<file path="config.mk">
export PLATFORM = sky130hd
export DESIGN_NAME = booth_mul_seq
export DESIGN_NICKNAME = d
export VERILOG_FILES = /design/src/rtl/booth_mul_seq.sv
export SDC_FILE = /design/constraint.sdc
export NUM_CORES = 1
export LEC_CHECK = 0
export ABC_AREA = 0
export CAP_MARGIN = 20
export CORE_AREA = 2 2 195 197
export CTS_CLUSTER_DIAMETER = 80
export DETAILED_ROUTE_END_ITERATION = 8
export DIE_AREA = 0 0 197 199
export SKIP_CTS_REPAIR_TIMING = 1
export SLEW_MARGIN = 20
export SYNTH_ARGS = -nofsm -noshare
export SYNTH_HDL_FRONTEND = slang
export SYNTH_SLANG_ARGS = --single-unit
</file>
<file path="constraint.sdc">
create_clock -name clk -period 9.1 [get_ports clk]
set_input_delay 1.82 -clock clk [delete_from_list [all_inputs] [get_ports clk]]
set_output_delay 1.82 -clock clk [all_outputs]
set_load 0.03 [all_outputs]
</file>
<file path="src/rtl/booth_mul_seq.sv">
// booth_mul_seq: iterative radix-4 Booth multiplier, one digit per cycle.
//
// Single-issue sequencer: accepts a signed operand pair on the in_valid/in_ready
// handshake and returns the exact 2*DWIDTH-bit signed product on the
// out_valid/out_ready handshake.
//
// Optional feature macro: BOOTH_MUL_SEQ_EARLY_TERM_EN
//   When defined, the sequencer stops as soon as every remaining Booth digit is
//   known to be zero. This happens when the unconsumed multiplier bits, plus the
//   overlap bit, are all identical. The product is bit-identical either way.
//   When undefined, every operation takes DWIDTH/2 steps.

module booth_mul_seq #(
    parameter int DWIDTH = 32
) (
    input  logic                  clk,
    input  logic                  rst,
    input  logic                  in_valid,
    output logic                  in_ready,
    input  logic [DWIDTH-1:0]     a,
    input  logic [DWIDTH-1:0]     b,
    output logic                  out_valid,
    input  logic                  out_ready,
    output logic [2*DWIDTH-1:0]   product,
    output logic                  busy
);

    localparam int NSTEP = DWIDTH / 2;
    localparam int SW    = $clog2(NSTEP + 1);
    localparam int PW    = DWIDTH + 2;       // partial product width, holds +2^DWIDTH
    localparam int RW    = 2 * DWIDTH;

    typedef enum logic [1:0] {
        S_IDLE = 2'd0,
        S_RUN  = 2'd1,
        S_DONE = 2'd2
    } state_t;

    state_t              state_q;
    logic [DWIDTH-1:0]   a_q;
    logic [DWIDTH-1:0]   b_q;        // multiplier, arithmetically shifted by 2 per step
    logic                bm1_q;      // overlap bit b[2i-1] for the current step
    logic [RW-1:0]       acc_q;
    logic [SW-1:0]       step_q;
    logic [RW-1:0]       product_q;
    logic                in_ready_q;
    logic                out_valid_q;
    logic                busy_q;

    logic                dig_one;
    logic                dig_two;
    logic                dig_neg;
    logic [PW-1:0]       a_ext;
    logic [PW-1:0]       mag;
    logic [PW-1:0]       pp;
    logic [RW-1:0]       pp_sext;
    logic [RW-1:0]       pp_shift;
    logic [RW-1:0]       acc_d;
    logic [DWIDTH-1:0]   b_d;
    logic                bm1_d;
    logic                last_fixed;
    logic                last_step;

    // Decode the current Booth digit from {b[2i+1], b[2i], b[2i-1]}
    always_comb begin
        dig_one = 1'b0;
        dig_two = 1'b0;
        dig_neg = 1'b0;
        case ({b_q[1], b_q[0], bm1_q})
            3'b001, 3'b010: dig_one = 1'b1;
            3'b011:         dig_two = 1'b1;
            3'b100: begin
                dig_two = 1'b1;
                dig_neg = 1'b1;
            end
            3'b101, 3'b110: begin
                dig_one = 1'b1;
                dig_neg = 1'b1;
            end
            default: begin
                dig_one = 1'b0;
                dig_two = 1'b0;
                dig_neg = 1'b0;
            end
        endcase
    end

    // Partial product and carry-propagate accumulate at weight 4^step
    always_comb begin
        a_ext = {{2{a_q[DWIDTH-1]}}, a_q};
        if (dig_two) begin
            mag = a_ext << 1;
        end else if (dig_one) begin
            mag = a_ext;
        end else begin
            mag = '0;
        end
        // Negative digits: inverted magnitude with carry-in of one
        pp       = dig_neg ? (~mag + PW'(1)) : mag;
        pp_sext  = {{(RW - PW){pp[PW-1]}}, pp};
        pp_shift = pp_sext << {step_q, 1'b0};
        acc_d    = acc_q + pp_shift;
    end

    // Advance the multiplier window and decide whether this is the final step
    always_comb begin
        b_d        = {{2{b_q[DWIDTH-1]}}, b_q[DWIDTH-1:2]};
        bm1_d      = b_q[1];
        last_fixed = (step_q == SW'(NSTEP - 1));
`ifdef BOOTH_MUL_SEQ_EARLY_TERM_EN
        // After the shift, b_d holds b[DWIDTH-1:2k] sign-extended, and bm1_d is b[2k-1].
        // If all of them match, every later digit decodes as 0.
        last_step  = last_fixed || (b_d == {DWIDTH{bm1_d}});
`else
        last_step  = last_fixed;
`endif
    end

    // Sequencer FSM with registered handshake outputs and datapath registers
    always_ff @(posedge clk) begin
        if (rst) begin
            state_q     <= S_IDLE;
            a_q         <= '0;
            b_q         <= '0;
            bm1_q       <= 1'b0;
            acc_q       <= '0;
            step_q      <= '0;
            product_q   <= '0;
            in_ready_q  <= 1'b1;
            out_valid_q <= 1'b0;
            busy_q      <= 1'b0;
        end else begin
            case (state_q)
                S_IDLE: begin
                    if (in_valid) begin
                        a_q        <= a;
                        b_q        <= b;
                        bm1_q      <= 1'b0;
                        acc_q      <= '0;
                        step_q     <= '0;
                        state_q    <= S_RUN;
                        in_ready_q <= 1'b0;
                        busy_q     <= 1'b1;
                    end
                end
                S_RUN: begin
                    acc_q  <= acc_d;
                    b_q    <= b_d;
                    bm1_q  <= bm1_d;
                    step_q <= step_q + SW'(1);
                    if (last_step) begin
                        product_q   <= acc_d;
                        state_q     <= S_DONE;
                        out_valid_q <= 1'b1;
                    end
                end
                S_DONE: begin
                    if (out_ready) begin
                        state_q     <= S_IDLE;
                        out_valid_q <= 1'b0;
                        in_ready_q  <= 1'b1;
                        busy_q      <= 1'b0;
                    end
                end
                default: begin
                    state_q     <= S_IDLE;
                    out_valid_q <= 1'b0;
                    in_ready_q  <= 1'b1;
                    busy_q      <= 1'b0;
                end
            endcase
        end
    end

    assign in_ready  = in_ready_q;
    assign out_valid = out_valid_q;
    assign busy      = busy_q;
    assign product   = product_q;

endmodule

</file>
# Word level (Yosys, flattened, before mapping)
# Index checks and enable logic that the tools add are counted.
[word_totals]
register_bits = 203
latch_bits = 0
mem_bits_rw = 0
mem_bits_ro = 0
input_bits = 68
output_inout_bits = 67
wordCells = 67
memories = 0
[classes]
add_sub_neg = 3
mul = 0
n_div = 0
order_cmp = 0
n_eq_ne = 12
shifts = 1
n_mux = 25
bitwise_logic = 3
reduce_logical = 12
[ops]
columns = ["cell", "n"]
rows = [
  ["64-bit one-hot mux with 2 select lines", 1],
  ["34-bit two-way mux", 3],
  ["64-bit adder", 1],
  ["64-bit two-way mux", 1],
  ["32-bit one-hot mux with 2 select lines", 1],
  ["64-bit by 6-bit << shifter with 64-bit output", 1],
  ["34-bit by 1-bit adder with 34-bit output (second input constant)", 1],
  ["34-bit inverter", 1],
  ["32-bit two-way mux", 1],
  ["3-bit AND reduction", 4],
  ["5-bit one-hot mux with 2 select lines", 1],
  ["3-bit equality test (second input constant)", 3],
  ["1-bit one-hot mux with 3 select lines", 3],
  ["1-bit two-way mux", 8],
  ["3-bit by 2-bit equality test with 1-bit output (second input constant)", 2],
  ["2-bit two-way mux", 3],
  ["2-bit inequality test (second input constant)", 3],
  ["2-bit one-hot mux with 3 select lines", 1],
  ["2-bit AND reduction", 3],
  ["5-bit by 1-bit adder with 5-bit output (second input constant)", 1],
  ["5-bit by 4-bit equality test with 1-bit output (second input constant)", 1],
  ["5-bit two-way mux", 1],
  ["4-bit OR reduction", 1],
  ["3-bit by 1-bit equality test with 1-bit output (second input constant)", 1],
  ["8 further kinds", 9],
]

# Logic depth before layout (Yosys ltp)
# Gate-level depths: netlist of run 1.
[depth]
word_depth = 11
mapped_depth = 36
ltp_nobuf = 27

# Worst setup path before layout of run 1
# OpenSTA, ideal clock, no wires.
[synth_path]
kind = "flip-flop to flip-flop"
start = "register bm1_q"
end = "register product_q[63] (netlist: product[63])"
setup_ns = 0.091
arrival_ns = 6.497
path_slack_ns = 2.512
path_stages_with_launch = 36
path_buffers = 9
synth_period_minus_slack_ns = 6.588
path_cell_list = "dfxtp_1 buf_6 buf_4 buf_6 buf_4 buf_2 buf_4 buf_2 buf_2 a221o_1 o21ai_0 ha_1 o221a_2 nand4_2 nor4_1 mux2i_1 o221ai_1 nand2_1 o21ai_1 mux2_2 mux2_2 and2_1 ha_1 clkbuf_1 a21oi_1 o221ai_1 a211oi_1 o41ai_1 nand2_1 a31oi_1 a21oi_1 nor4_1 a211oi_1 a21bo_1 a21oi_1 a311oi_1"
[synth_via]
elab_chain_cells = 10
elab_cells_between_ends = 19
classes_between = "2 x add/sub; 6 x eq/ne; 1 x shift; 6 x mux; 1 x bitwise; 3 x reduce/logical"
[synth_lines]
columns = ["item", "line_no", "source"]
rows = [
  ["start: declaration", "42", "logic bm1_q;"],
  ["start signal: assignment", "149", "bm1_q <= bm1_d;"],
  ["3-bit equality test, or another cell as far along", "69", "case ({b_q[1], b_q[0], bm1_q})"],
  ["4-bit OR reduction (no line)", "n/a", ""],
  ["1-bit two-way mux", "69", ""],
  ["34-bit two-way mux", "93", "end else if (dig_one) begin"],
  ["34-bit two-way mux", "91", "if (dig_two) begin"],
  ["34-bit inverter", "99", "pp = dig_neg ? (~mag + PW'(1)) : mag;"],
  ["34-bit by 1-bit adder with 34-bit output", "99", ""],
  ["34-bit two-way mux (*)", "99", ""],
  ["64-bit by 6-bit << shifter with 64-bit output (*)", "101", "pp_shift = pp_sext << {step_q, 1'b0};"],
  ["64-bit adder (*)", "102", "acc_d = acc_q + pp_shift;"],
  ["end signal: assignment", "128", "product_q <= '0;"],
  ["end signal: assignment", "152", "product_q <= acc_d;"],
  ["end: declaration", "45", "logic [RW-1:0] product_q;"],
]
# Every way passes the cells marked *; elsewhere a longest branch is shown, timed or not.
# A chain may end at the register's enable or synchronous reset.

# Worst setup path after layout of run 1
# Same ends and word-level chain as after synthesis.

==> results.txt, run 1 <==
* Net Switching: 1.17 mW
- Of the cells placed in the final design, the portion with a size suffix greater than 1 is under 10%.
- The clock passes through at most 3 buffers.
- Average wire length per cell after detail routing: 19.8 um
- Critical path buffers and inverters: 2
- The number of endpoints with negative hold slack in the final report was 0.
- Data on the critical path is required at its endpoint by roughly 9.6 ns.
* Slew at the pin closest to its max-slew limit: approximately 0.98 ns
- Core Area: about 37000 sq um
* Ys Warns: 0
- Setup repair after global routing left no endpoint under its margin.
* Asr flop ratio synth: 0%
- Layout Area Growth over Synthesis: 13.7%
- The final layout contains between 2000 and 2500 nets.
- The number of placed instances, taps included, is between 2000 and 3000.
- Total routing resource utilization after global routing: around 28%
* Switching power as a share of total power: about two fifths
- CTS saw roughly 200 sinks.
- In this run, the combinational gates consume 35.2% of the power.
- TritonCTS built the clock tree.
- Distinct cells, synth: a little under 100
- After synthesis, the mean cell area works out to 7.15 sq um.
- For the final routed database, the setup TNS stands at 0 ns.
* Max Cap Viol: 0
- Final setup violation count: 0
- Rows: between 70 and 80
* Leading post-synthesis cells by cell area: sky130_fd_sc_hd__dfxtp_1 (25%), sky130_fd_sc_hd__nand2_1 (9.1%), sky130_fd_sc_hd__a21oi_1 (8.2%), sky130_fd_sc_hd__ha_1 (5.0%), sky130_fd_sc_hd__nor2_1 (4.9%)
- After technology mapping, the gate count stands at about 2300.
- The critical path is of the register to register type.
- Broken down by cell family, the worst path's largest delay share belongs to compound AO/OA/AOI/OAI gates.
- The layout has 3730 filler cells.
- Measured against its own limit, the worst slew margin works out to about a third.
* Number of enable-type register cells in the synthesized netlist: 0
- Clock-pin slew was measured on the worst setup and hold paths at 0.06 ns.
- For this block, the initial DRC count from the detailed router was ~1600.
* Worst min-delay path category: register to register
- Area of the mapped netlist: 16400 sq um
- Final HPWL from detailed placement: approximately 40000 um
- Slowest CP cell: sky130_fd_sc_hd__dfxtp_2
- Synthesized Nets: between 2000 and 2500
- Die ar.: between 30000 and 40000 sq um
- Final routed DRC violation total: 0
- Proportion of synthesized chip area in sequential cells: 24.7%
- In this run the count of I/O pins placed on the die edge is about 140.
- Reg power frac: roughly 32%
- Buffers placed on the I/O ports in this run total 134.
- Worst vdd ir: approximately 0.12 mV
* Commonest cells in the netlist: sky130_fd_sc_hd__nand2_1 (398), sky130_fd_sc_hd__a21oi_1 (268), sky130_fd_sc_hd__nor2_1 (213)
* Ratio of total power to cell area: between 150 and 200 nW/um^2
- Root Driver: sky130_fd_sc_hd__clkbuf_16
- Result of the run: complete, no violations
- STA classifies the critical path endpoint as a register.
- First-pass GRT wire length: 88000 um
- Crit share post-route: around 87%
- Clock network latency to the later pin of the worst-skew pair: around 0.55 ns
- Measured along the x axis, the die boundary spans 197 um.
- Total wire length: 55400 um
* FF-to-FF setup slack: between 1 and 1.5 ns
* Antenna viol nets, final: 0
* Max H-tree Level: 1
- Antenna violations before repair: 0
- The synthesized design spends more area on one cell type than any other, namely sky130_fd_sc_hd__dfxtp_1.
* Max frequency: ~0.13 GHz
- Vias per Instance: between 6 and 7
- Antenna diode instance count: 0
- For this run, the leading register cell type out of synthesis is sky130_fd_sc_hd__dfxtp_1.
* Via Count: 17100
- Registers take approximately 4100 sq um.
- Subtracting the final worst setup slack from the clock period gives 7.94 ns.
* Total leakage power: about 7 nW
- The congestion estimate from routability-driven global placement came to roughly 0.97.
* Top fanout value on the critical path: 41
* Worst Path Arrival: approximately 8.4 ns
- By instance count, the leading cell after synthesis is sky130_fd_sc_hd__nand2_1.
- The finished layout holds about 2800 standard cells, fillers aside.
- Buffers inserted during clock tree synthesis total 27.
- Internal portion of total power: 1.90 mW
- Worst Clk Skew: about 0.014 ns
- Height of the die: 199 um
- Summing all multi-input logic gate instances after layout gives about 11000 sq um.
- Total iterations of the first detailed-routing run: 6
- Counting flops and latches in the post-synthesis netlist gives roughly 200.
- Clock Power Share: 32.8%
- For this configuration, the core starts out at a cell density of between 40% and 50%.
* Post-synth top area share: roughly a quarter
- Number of max-slew violations in the final report: 0
* Highest cell delay on the worst timing path: a little over 0.8 ns
- Pin count of the biggest net entering global routing: 95
- Total congestion overflow: 0
- Startpoint Class: register
* Number of global-route vias before repair: roughly 16000
## area by class of cell
cell class | instances | area share, %
multi-input combinational | 1866 | 61.3
inverter | 36 | 0.723
clock inverter | 8 | 0.328
timing repair buffer | 168 | 8.62
clock buffer | 41 | 4.11
sequential | 203 | 21.8
tap | 474 | 3.17
## registers in the layout (all words and copies together) (netlist names)
| name | cells |
|---|---|
| product | 64 |
| in_ready | 1 |
| a_q | 32 |
| step_q | 5 |
| state_q | 2 |
| bm1_q | 1 |
| out_valid | 1 |
| b_q | 32 |
| busy | 1 |
| acc_q | 64 |
## routing by layer
| layer | routed length, um | vias to the layer above | GRT usage (%) | share of wire [%] |
|---|---|---|---|---|
| met5 | 0 | - | 0 | 0 |
| met4 | 1130 | 0 | 6.77 | 2.0 |
| met3 | 3400 | 71 | 3.36 | 6.1 |
| met2 | 24400 | 527 | 44.1 | 44 |
| met1 | 26500 | 8168 | 39.9 | 48 |
| li1 | - | 8380 | - | - |
## layout by cell type, fill, tap and decap left out, types with 38 or more instances in the layout
cell and instances:
sky130_fd_sc_hd__nand2_1 397, sky130_fd_sc_hd__o21ai_0 107, sky130_fd_sc_hd__a311oi_1 38, sky130_fd_sc_hd__clkdlybuf4s50_1 133
sky130_fd_sc_hd__nor2_1 212, sky130_fd_sc_hd__a21oi_1 268, sky130_fd_sc_hd__a21o_1 42, sky130_fd_sc_hd__mux2i_1 43
sky130_fd_sc_hd__dfxtp_1 199, sky130_fd_sc_hd__nand3_1 70, sky130_fd_sc_hd__xnor2_1 55, sky130_fd_sc_hd__ha_1 66
## worst paths after layout
kind,from,cells after the start,to
worst min register to register,product[55],2,product[55]
worst max register to register,bm1_q,27,product[63]
worst max-delay path,bm1_q,27,product[63]
worst min-delay path,product[55],2,product[55]
## logic make-up (layout without fill, tap and decap cells)
family | after synthesis | after routing | synth area share (%)
buffers and inverters | 229 | 253 | 5.85
AO/OA/AOI/OAI | 762 | 762 | 31.2
XOR/XNOR | 80 | 80 | 4.31
flip-flops | 203 | 203 | 24.7
AND/OR/NAND/NOR | 889 | 889 | 24.2
adder cells (fa/ha/maj) | 67 | 67 | 5.15
multiplexers | 68 | 68 | 4.54
## metrics by stage
| step | total power [mW] | instance area (sq um) | hold slack, ns | util [%] | worst slack, ns |
|---|---|---|---|---|---|
| 2_1_floorplan | 1.75 | 16400 | 0.432 | - | 2.51 |
| 3_3_place_gp | 2.05 | 17900 | 0.440 | 48.1 | 1.40 |
| 3_5_place_dp | 2.05 | 17900 | 0.446 | 48.1 | 1.36 |
| 4_1_cts | 3.08 | 18700 | 0.455 | 50.3 | 1.31 |
| 5_1_grt | 3.22 | 18700 | 0.470 | 50.3 | 0.396 |
| 6_report | 3.07 | 18700 | 0.452 | 50.3 | 1.16 |
## worst register-to-register path: cells and delay by family, from the launching register on
kind | cells | cell delay [ns]
AOI/OAI and AO/OA | 13 | 2.96
xor gates and xnor gates | 1 | 0.62
adders and majority gates | 1 | 0.48
buffers and inverters | 2 | 0.38
DFF | 1 | 0.83
muxes | 3 | 0.88
and+or+nand+nor | 7 | 1.71
## power by group through the flow
stage                     clock, mW  combinational [mW]  sequential (mW)
after floorplan                   0               0.777            0.977
after detailed placement          0                1.06            0.999
after global placement            0                1.05            0.997
final                          1.01                1.08            0.980
after global routing           1.07                1.17            0.987
after CTS                      1.03                1.06            0.980
(Power assumes the default switching activity.)
==> inputs of run 2 (changes only) <==
- CORE_AREA: 2 2 195 197 -> 2 2 169 171
- DIE_AREA: 0 0 197 199 -> 0 0 171 173
- PLACE_DENSITY: unset -> 0.81
- SKIP_CTS_REPAIR_TIMING: 1 -> unset
==> run 2 against run 1 <==
Effect of this change:
- non-clock buffer count fell by 6
- routed wire length fell by 3.5%
- global-route usage is 7.3 points higher
- critical endpoint unchanged
==> results.txt, run 2 (synthesis results as in run 1) <==
* FF-to-FF setup slack: 1.06 ns (-0.10 ns)
- Crit share post-route: 88.4% (+1.1 points)
* Critical path buffers and inverters: 1 (-1)
* CTS Hold Bufs: 0
* Filler cells: 2416 (-35%)
* Critical path's top delay family: compound AO/OA/AOI/OAI gates
- Setup repair after global routing left no endpoint under its margin.
* Root Driver: sky130_fd_sc_hd__clkbuf_16
- Leaving out fill and tap cells, the most frequent cell in the layout is sky130_fd_sc_hd__nand2_1.
* Most numerous cell on the critical path: sky130_fd_sc_hd__a31oi_1
- Final total power: 3.03 mW (-1.3%)
- The number of buffers created by CTS was 24 (-11%).
- The die boundary height is 173 um (-13%).
* Rows: 61 (-14%)
* Core Area: 27600 sq um (-26%)
* Final routed DRC violation total: 0 (unchanged)
* Number of global-route vias before repair: 16100 (+0.68%)
- The final cell count without fillers is 2688 (-3.9%).
- The worst hold path terminates at product[27].
- The full die area is 29600 sq um (-25%).
- The number of setup violations in the final report is 0 (unchanged).
* Combinational share of power: 35.4% (+0.2 points)
* Final HPWL from detailed placement: 38200 um (-5.0%)
* Maximum clock path buffer count: 3 (unchanged)
- The area of the multi-input gates came to 11500 sq um (about the same).
- The setup TNS after final layout came to 0 ns (unchanged).
- The met2 track utilization from global routing came to 55.5% (+11 points).
- Total routing resource utilization after global routing: 35.0% (+7.3 points)
- Critical Path End Type: register
- The post-route antenna net violation count is 0 (unchanged).
- Number of gates resized after cts: 0
* Initial standard-cell utilization of the core: 59.5% (+15 points)
* Horiz. Die Dim: 171 um (-13%)
* Via Count: 17400 (+1.6%)
- The number of antenna repair diodes came to 0 (unchanged).
- The detailed-route vias per instance is 6.48 (+5.6%).
* Startpoint of the lowest-slack hold path: product[27]
- Layout Area Growth over Synthesis: 12.5%
* Worst min-delay path category: register to register
- Result of the run: complete, no violations
- Max Cap Viol: 0 (unchanged)
- The H-tree depth reported by CTS was 1 (unchanged).
* Worst max-slew margin expressed relative to the limit: 26.8% (-7.8 points)
* Critical setup path kind: register to register
- Net Switching: 1.16 mW (-0.48%)
* Ratio of total power to cell area: 164 nW/um^2 (-0.25%)
* Reg power frac: 32.5% (+0.5 points)
- Final-stage net count: 2428 (-0.37%)
- The total area of sequential cells is 4070 sq um (unchanged).
- Worst Clk Skew: 0.0185 ns (+0.00482 ns)
- The met3 track demand over resource in global routing was 5.91% (+2.5 points).
* Global Route met1 Usage: 49.4% (+9.5 points)
* Internal portion of total power: 1.86 mW (-1.8%)
* Clock period minus worst slack: 8.04 ns (+0.103 ns)
* Antenna violations before repair: 0 (unchanged)
- Total wire length: 53500 um (-3.5%)
- The pre-CTS setup slack was 1.40 ns (+0.0327 ns).
- The pin count of the biggest net entering global routing was 106 (+12%).
* First-pass GRT wire length: 85100 um (-3.3%)
- Average wire length per cell after detail routing: 19.9 um (+0.36%)
* Top fanout value on the critical path: 34 (-17%)
- The number of optimization iterations in the first detailed-route pass came to 6 (unchanged).
- The later-pin clock latency in the skew report is 0.56 ns (about the same).
- The top cell types in the final layout, fill and taps aside, are sky130_fd_sc_hd__nand2_1 (397), sky130_fd_sc_hd__a21oi_1 (268), sky130_fd_sc_hd__nor2_1 (211).
- The count of pins over their slew limit came to 0 (unchanged).
- The violation count after the first detailed-routing iteration came to 1953 (+22%).
* Highest cell delay on the worst timing path: 0.79 ns (-0.04 ns)
* GRT Max-Usage Layer: met2
* Port Buffers: 134 (unchanged)
- IO Pins: 135 (unchanged)
- Cell area after placement: 17700 sq um (-0.88%)
- The finished layout cell area is 18500 sq um (-1.1%).
* Slew at the pin closest to its max-slew limit: 1.10 ns (+0.115 ns)
* Fraction of final layout cells with drive strength greater than 1: 6.23% (-0.14 points)
- STA classifies the critical path startpoint as a register.
* Clock Power Share: 32.1% (-0.7 points)
- The cell count after placement was 2645 (-3.7%).
- Worst-case setup margin in the final layout: 1.06 ns (-0.103 ns)
* Number of clock sinks: 203 (unchanged)
* Worst vdd ir: 0.176 mV (+44%)
* Startpoint of the most critical register-to-register path: bm1_q
* Post-CTS repair timing setup buffer count: 0
* Total congestion overflow: 0 (unchanged)
- Worst hold path depth: 2 (unchanged)
- The required time of the worst setup path was 9.56 ns (about the same).
- Switching power as a share of total power: 38.5% (+0.32 points)
- Final hold violation count: 0 (unchanged)
* Length in cells of the worst reg-to-reg path: 25 (-7.4%)
- Clock tree from TritonCTS: done
* Slowest CP cell: sky130_fd_sc_hd__dfxtp_2
- Worst Path Arrival: 8.50 ns (+0.10 ns)
* Startpoint of the worst setup timing path: bm1_q
- The leakage dissipation came to 6.98 nW (-0.48%).
* Placer congestion estimate: 0.973 (+0.66%)
- The maximum frequency from static timing analysis was 0.124 GHz (-1.3%).
- Clock transition time at the flip-flop clock pins of the worst setup and hold paths: 0.06 ns (about the same)
- The worst register-to-register path ends at product[63].
run 2: changes by cell type in the layout (fill, tap and decap cells not counted), sizes merged:
cell      before  now
clkinvlp       3    1
clkbuf        41   31
inv           38   37
clkinv         3    9
buf           35   29
bufinv         0    1
run 2: per-stage QoR:
step | hold slack, ns | util (%)
floorplan | 0.432 | -
global placement | 0.440 | 64.0
detailed placement | 0.446 | 64.1
CTS | 0.455 | 66.9
global route | 0.472 | 66.9
finish | 0.453 | 66.9
run 2: power groups by stage:
stage / Sequential (mW) / Combinational [mW] / Clock [mW]
after CTS: 0.982 / 1.04 / 0.981
after detailed placement: 1.00 / 1.04 / 0
after floorplan: 0.977 / 0.777 / 0
after global placement: 0.999 / 1.03 / 0
final: 0.984 / 1.07 / 0.971
after global routing: 0.989 / 1.16 / 1.02
run 2: worst max-delay path by stage:
stage                  endpoint  slack (ns)  depth (start not counted)
CTS                 product[63]        1.35                         25
finish              product[63]        1.06                         25
floorplan           product[63]        2.51                         35
detailed placement  product[63]        1.40                         25
global placement    product[63]        1.57                         25
global route          acc_q[51]        0.68                         26
run 2: area by class of cell:
type                       instances  area share (%)
multi-input combinational       1866            62.0
sequential                       203            22.0
timing repair buffer             162            8.49
clock buffer                      31            3.61
tap                              378            2.56
inverter                          36           0.731
clock inverter                    12           0.650
run 2: layer usage:
metal	vias to the layer above	routed length, um
met5	-	0
li1	8350	-
met2	761	24000
met1	8203	23700
met4	0	1320
met3	101	4380
run 2: worst register-to-register path: stages (launching register included):
cell and delay [ns]:
sky130_fd_sc_hd__dfxtp_2 0.79, sky130_fd_sc_hd__xor2_2 0.63, sky130_fd_sc_hd__mux2_2 0.40, sky130_fd_sc_hd__o21ai_0 0.32
sky130_fd_sc_hd__nor4bb_1 0.28, sky130_fd_sc_hd__buf_4 0.24, sky130_fd_sc_hd__nand4_1 0.20, sky130_fd_sc_hd__a31o_1 0.30
sky130_fd_sc_hd__a211oi_2 0.42, sky130_fd_sc_hd__nor2_1 0.07, sky130_fd_sc_hd__or3_1 0.40, sky130_fd_sc_hd__a31oi_1 0.20
sky130_fd_sc_hd__o22ai_1 0.13, sky130_fd_sc_hd__ha_1 0.47, sky130_fd_sc_hd__and4_1 0.30, sky130_fd_sc_hd__nor4bb_1 0.67
sky130_fd_sc_hd__nand2_1 0.17, sky130_fd_sc_hd__a31oi_1 0.18, sky130_fd_sc_hd__nor2_1 0.14, sky130_fd_sc_hd__a31oi_1 0.41
sky130_fd_sc_hd__a21oi_1 0.18, sky130_fd_sc_hd__nor4_1 0.36, sky130_fd_sc_hd__a211oi_1 0.15, sky130_fd_sc_hd__a21bo_1 0.24
sky130_fd_sc_hd__a21oi_1 0.07, sky130_fd_sc_hd__a311oi_1 0.23
==> inputs of run 3 (changes only) <==
- CORE_AREA: 2 2 169 171 -> 2 2 168 170
- DIE_AREA: 0 0 171 173 -> 0 0 170 172
- PLACE_DENSITY: 0.81 -> 0.82
- clock period: 9.1 -> 10 ns (I/O delays scaled with it)
==> run 3 against run 2 <==
Effect of this change:
- sequential share of layout area is 0.070 points higher
- via count hardly changed
- die area is 1.2% lower
- final cell count is 1.3% lower
- setup slack better by 0.75 ns
- critical endpoint unchanged
- largest power group unchanged
==> results.txt, run 3 (synthesis results as in run 1) <==
* Result of the run: complete, no violations
* Startpoint of the most critical register-to-register path: bm1_q
- Initial standard-cell utilization of the core: 59.8% (+0.33 points)
* Number of clock sinks: 203 (unchanged)
* Final cell count without fillers: 2652 (-1.3%)
* DRC marker count from the first detailed-route iteration: 1916 (-1.9%)
- The max-capacitance violation count came to 0 (unchanged).
- Combinational share of power: 35.3% (about the same)
- The number of buffers created by CTS came to 23 (-4.2%).
- The fraction of final layout cells sized beyond drive strength 1 is 6.03% (-0.21 points).
* Clock Power Share: 32.3% (+0.2 points)
- Ratio of total power to cell area: 149 nW/um^2 (-8.9%)
* Net Switching: 1.04 mW (-11%)
- Placer congestion estimate: 0.986 (+1.4%)
- The internal cell power was 1.71 mW (-8.0%).
* Port Buffers: 134 (unchanged)
- Antenna diode instance count: 0 (unchanged)
- Most frequent cells in the layout: sky130_fd_sc_hd__nand2_1 (397), sky130_fd_sc_hd__a21oi_1 (268), sky130_fd_sc_hd__nor2_1 (211)
- Leaving out fill and tap cells, the most frequent cell in the layout is sky130_fd_sc_hd__nand2_1.
- The leakage dissipation came to 6.96 nW (-0.25%).
- Final routed DRC violation total: 0 (unchanged)
* Total wire length: 52800 um (-1.3%)
- The largest fanout on the critical path was 38 (+12%).
* Die ar.: 29200 sq um (-1.2%)
- The post-route clock period utilization was 81.9% (-6.4 points).
- The number of buffers added to fix hold violations after cts was 0 (unchanged).
- Startpoint of the worst setup timing path: bm1_q
- The H-tree depth reported by CTS came to 1 (unchanged).
- The clock slew at the register clock pins of the worst setup and hold paths was 0.06 ns (about the same).
* Worst hold path depth: 2 (unchanged)
* Hold EP: product[48]
- The reg2reg setup slack came to 1.81 ns (+0.75 ns).
- The number of cells upsized or downsized after cts was 0 (unchanged).
- The cell count after placement is 2608 (-1.4%).
* Post-CTS repair timing setup buffer count: 0 (unchanged)
* Critical register-to-register path endpoint: product[63]
* Final setup violation count: 0 (unchanged)
- IO Pins: 135 (unchanged)
- The number of vias in the routed layout is 17400 (+0.040%).
* Length in cells of the worst reg-to-reg path: 26 (+4.0%)
* Total routing resource utilization after global routing: 35.2% (+0.25 points)
- Antenna violations before repair: 1 (+1)
* Final total power: 2.75 mW (-9.2%)
- Worst hold-check slack: 0.449 ns (-0.00456 ns)
- The number of endpoints with negative hold slack in the final report was 0 (unchanged).
- Total congestion overflow: 0 (unchanged)
- The tree is rooted in a sky130_fd_sc_hd__clkbuf_16.
- The post-route antenna net violation count was 0 (unchanged).
- Clock network latency to the later pin of the worst-skew pair: 0.54 ns (-0.02 ns)
* Startpoint of the lowest-slack hold path: product[48]
* Vias per Instance: 6.57 (+1.4%)
- Final-stage net count: 2424 (-0.16%)
- The maximum frequency from static timing analysis is 0.122 GHz (-1.9%).
- The worst slew slack as a fraction of its limit was 42.3% (+15 points).
* Reg power frac: 32.4% (about the same)
- STA classifies the critical path endpoint as a register.
- The path class of the tightest hold or removal check is register to register.
* Total Neg Setup Slack: 0 ns (unchanged)
- The maximum ir drop on the vdd rail came to 0.135 mV (-23%).
* Final HPWL from detailed placement: 37900 um (-0.72%)
- Data required, critical path: 10.46 ns (+0.90 ns)
- The worst endpoint data arrival time was 8.65 ns (+0.15 ns).
* Layout Area Growth over Synthesis: 12.1%
* Clock period minus worst slack: 8.19 ns (+0.153 ns)
- Core Area: 27500 sq um (-0.55%)
* Number of global-route vias before repair: 16000 (-0.62%)
- The floorplan die width was 170 um (-0.58%).
* Pin count of the biggest net entering global routing: 116 (+9.4%)
- Setup repair after global routing missed its margin: false
- The wire length per cell after detailed routing was 19.9 um (about the same).
- The global-route wire length before repair came to 83900 um (-1.5%).
- TritonCTS built the clock tree.
* Startpoint Class: register
* Rows: 61 (unchanged)
- Number of max-slew violations in the final report: 0 (unchanged)
- Total iterations of the first detailed-routing run: 7 (+1)
* Slew at the pin closest to its max-slew limit: 0.865 ns (-0.231 ns)
* Filler cells: 2426 (+0.41%)
- The net switching fraction of the power was 37.7% (-0.81 points).
- The total area of sequential cells is 4070 sq um (unchanged).
- Area of combinational cells with multiple inputs: 11500 sq um (unchanged)
* Critical setup path kind: register to register
* Height of the die: 172 um (-0.58%)
* Worst Clk Skew: 0.0160 ns (-0.00253 ns)
- Maximum clock path buffer count: 3 (unchanged)
-- run 3: cell type report --
type,count,share of cell area (%)
clock buffers,33,3.65
clock inverters,9,0.645
inverters,36,0.733
multi-input cells,1866,62.2
flip-flops and latches,203,22.1
well taps,346,2.35
repair buffers,159,8.38
-- run 3: how the worst max path moves through the flow --
stage                             end  slack (ns)  cells after the start
after floorplan           product[63]        3.41                     35
after global routing      product[63]        1.31                     26
after detailed placement  product[63]        2.09                     25
after global placement    product[63]        2.27                     25
after CTS                 product[63]        2.07                     25
final                     product[63]        1.81                     26
-- run 3: power by group through the flow --
stage	Combinational, mW	Sequential (mW)	Clock [mW]
2_1_floorplan	0.707	0.889	0
3_3_place_gp	0.928	0.905	0
3_5_place_dp	0.936	0.906	0
4_1_cts	0.943	0.889	0.897
5_1_grt	1.05	0.895	0.924
6_report	0.969	0.890	0.888
-- run 3: per-layer routing --
metal  global-route usage [%]  wire, um  vias to the layer above
met5                        0        15                        -
met1                     48.9     23800                     8201
met3                     4.85      4000                      113
met4                     10.7      1550                        2
met2                     56.9     23400                      766
li1                         -         -                     8340
-- run 3: critical path, cell delays in order, from the launching register on --
cell                        delay (ns)
sky130_fd_sc_hd__dfxtp_2          0.75
sky130_fd_sc_hd__buf_4            0.48
sky130_fd_sc_hd__inv_2            0.25
sky130_fd_sc_hd__a2111oi_2        0.31
sky130_fd_sc_hd__o32ai_2          0.19
sky130_fd_sc_hd__nand4bb_1        0.75
sky130_fd_sc_hd__nor4_1           0.64
sky130_fd_sc_hd__o31a_1           0.39
sky130_fd_sc_hd__nor2_1           0.17
sky130_fd_sc_hd__o21bai_1         0.20
sky130_fd_sc_hd__mux2i_1          0.27
sky130_fd_sc_hd__nor2_1           0.07
sky130_fd_sc_hd__a21oi_1          0.14
sky130_fd_sc_hd__a21oi_1          0.09
sky130_fd_sc_hd__ha_1             0.43
sky130_fd_sc_hd__and4_1           0.30
sky130_fd_sc_hd__nor4bb_1         0.72
sky130_fd_sc_hd__nand2_1          0.16
sky130_fd_sc_hd__o22ai_1          0.18
sky130_fd_sc_hd__nor2_1           0.13
sky130_fd_sc_hd__a31oi_1          0.37
sky130_fd_sc_hd__a21oi_1          0.16
sky130_fd_sc_hd__nor4_1           0.25
sky130_fd_sc_hd__a211oi_1         0.13
sky130_fd_sc_hd__a21bo_1          0.24
sky130_fd_sc_hd__a21oi_1          0.07
sky130_fd_sc_hd__a311oi_1         0.23
-- run 3: through the flow --
stage          util [%]  area, sq um  setup WS [ns]
3_5_place_dp       64.1        17600           2.09
3_3_place_gp       64.1        17600           2.27
5_1_grt            67.1        18400           1.31
6_report           67.1        18400           1.81
2_1_floorplan         -        16400           3.41
4_1_cts            67.0        18400           2.07
==> patch: new RTL, settings of run 1 <==
Set the parameter `DWIDTH` to 16 (it was 32).
--- a/src/rtl/booth_mul_seq.sv
+++ b/src/rtl/booth_mul_seq.sv
@@ -11,7 +11,7 @@
 //   When undefined, every operation takes DWIDTH/2 steps.
 
 module booth_mul_seq #(
-    parameter int DWIDTH = 32
+    parameter int DWIDTH = 16
 ) (
     input  logic                  clk,
     input  logic                  rst,
Ports: changed (resized a, b and product); port bits go from 135 to 71. No check against the original RTL was run, so the function may have changed too.
==> patch against run 1 <==
Cell area fell by 51%. Sequential cell count down 97. Area after synthesis shrank 52%. Setup slack gained 1.4 ns. Critical path depth down 4. Total power down 57%. Via count is 53% lower. Wire length down 56%. Critical endpoint is now acc_q[31].
==> patch: results (changes against run 1) <==
Layout
  • Finished Layout Cells: 1589 (-43%)
  • Filler cells: 4114 (+10%)
  • Share of cells above drive strength 1: 0.0529 (-0.0108)

GRT
  • Vias in the first global route: 7399 (-54%)
  • Global-route wire length before repair: 39600 µm (-55%)
  • Gr usage total: 0.125 (-0.152)
  • Largest net degree at the start of global routing: 68 (-28%)

Critical path
  • Flop-to-flop setup slack: 2.58 ns (+1.42 ns)
  • R2R Path Start: b_q[1]
  • FF-to-FF path depth: 23 (-15%)
  • Crit path arrival time: 6.77 ns (-1.63 ns)
  • Crit-path max FO: 19 (-54%)

Timing
  • Fin Hold WS: 0.456 ns (+0.00420 ns)
  • Clock skew: 0.0117 ns (-0.00195 ns)
  • Worst Tran Pin Value: 1.06 ns (+0.0759 ns)

Logic synthesis
  • Post-synthesis compound-gate area fraction: 0.289 (-0.0230)
  • Register area share after synthesis: 0.270 (+0.0230)
  • Synth cell types: 71 (-28%)
  • Avg Cell Area, Syn: 7.14 µm² (-0.12%)
  • Post-Synth Adder-Cell Area: 0.0551 (+0.00368)
  • Synth top area cells: dfxtp_1 27%, nand2_1 10%, a21oi_1 7.4%
  • Synth Net Count: 1169 (-52%)
  • Synth top cells by count: 209 x nand2_1, 116 x a21oi_1, 110 x nor2_1
  • XOR/XNOR share of the synthesized area: 0.0389 (-0.00420)
  • Post-synthesis mux area share: 0.0465 (+0.00117)

Placement
  • RD Place Congestion: 0.933 (-3.4%)
  • Port Buffers: 70 (-48%)
  • Final HPWL DP: 17800 µm (-56%)

Routing
  • Vias per Instance: 5.03 (-18%)
  • TritonRoute pass-1 iters: 5 (-1)

Clock tree
  • Worst-Skew Late Latency: 0.36 ns (-0.19 ns)
  • Htree depth: 3 (+2)
  • TritonCTS Buffers: 9 (-67%)

Hold path
  • Hold path start: product[26]
  • Sink of the worst hold path: product[26]

Pwr
  • VDD IR-drop max: 0.101 mV (-17%)
  • Cell leakage power: 3.38 nW (-52%)

Status
  • Status: finished, final reports clean
[patch: where the power goes]
part | leakage, nW | switching, mW | internal (mW)
combinational | 2.37 | 0.239 | 0.142
sequential | 0.862 | 0.0220 | 0.484
clock | 0.152 | 0.184 | 0.248
total | 3.38 | 0.445 | 0.874
[patch: per-layer routing]
layer | vias to the layer above | wire length, µm | global-route usage
met5 | - | 0 | 0
met4 | 0 | 528 | 0.0415
met3 | 26 | 843 | 0.0158
met2 | 186 | 11500 | 0.207
met1 | 3795 | 11600 | 0.168
li1 | 3986 | - | -
[patch: area by class of cell]
cell class	instances	area, µm²	share of cell area
clock inverters	4	76.3	0.00826
well taps	474	593	0.0641
flip-flops and latches	106	2120	0.230
multi-input cells	888	5330	0.576
repair buffers	83	796	0.0861
inverters	23	86.3	0.00934
clock buffers	11	243	0.0263
[patch: stage by stage]
| stage | cell area (µm²) | power [mW] | worst slack [ns] | util |
|---|---|---|---|---|
| floorplan | 7850 | 0.790 | 3.68 | - |
| global placement | 8930 | 0.890 | 2.81 | 0.240 |
| detailed placement | 8930 | 0.893 | 2.70 | 0.240 |
| CTS | 9250 | 1.33 | 2.68 | 0.249 |
| global route | 9250 | 1.39 | 1.99 | 0.249 |
| finish | 9250 | 1.32 | 2.58 | 0.249 |
[patch: worst max-delay path, stage by stage, from the launching register on]
cell      delay (ns)
dfxtp_1         0.71
nor2b_1         0.85
nand2_1         0.12
nand3_1         0.12
nand2_1         0.06
ha_1            0.23
o221ai_2        0.17
nor2_1          0.16
a41oi_1         0.28
xnor2_1         0.15
o21ai_0         0.30
mux2_2          0.24
o221ai_1        0.18
ha_1            0.48
nand2_1         0.09
o21ai_0         0.25
or3b_2          0.47
a21oi_1         0.16
o31ai_1         0.13
o21ai_0         0.28
inv_1           0.09
a2111o_1        0.45
and3_1          0.18
a311o_1         0.26
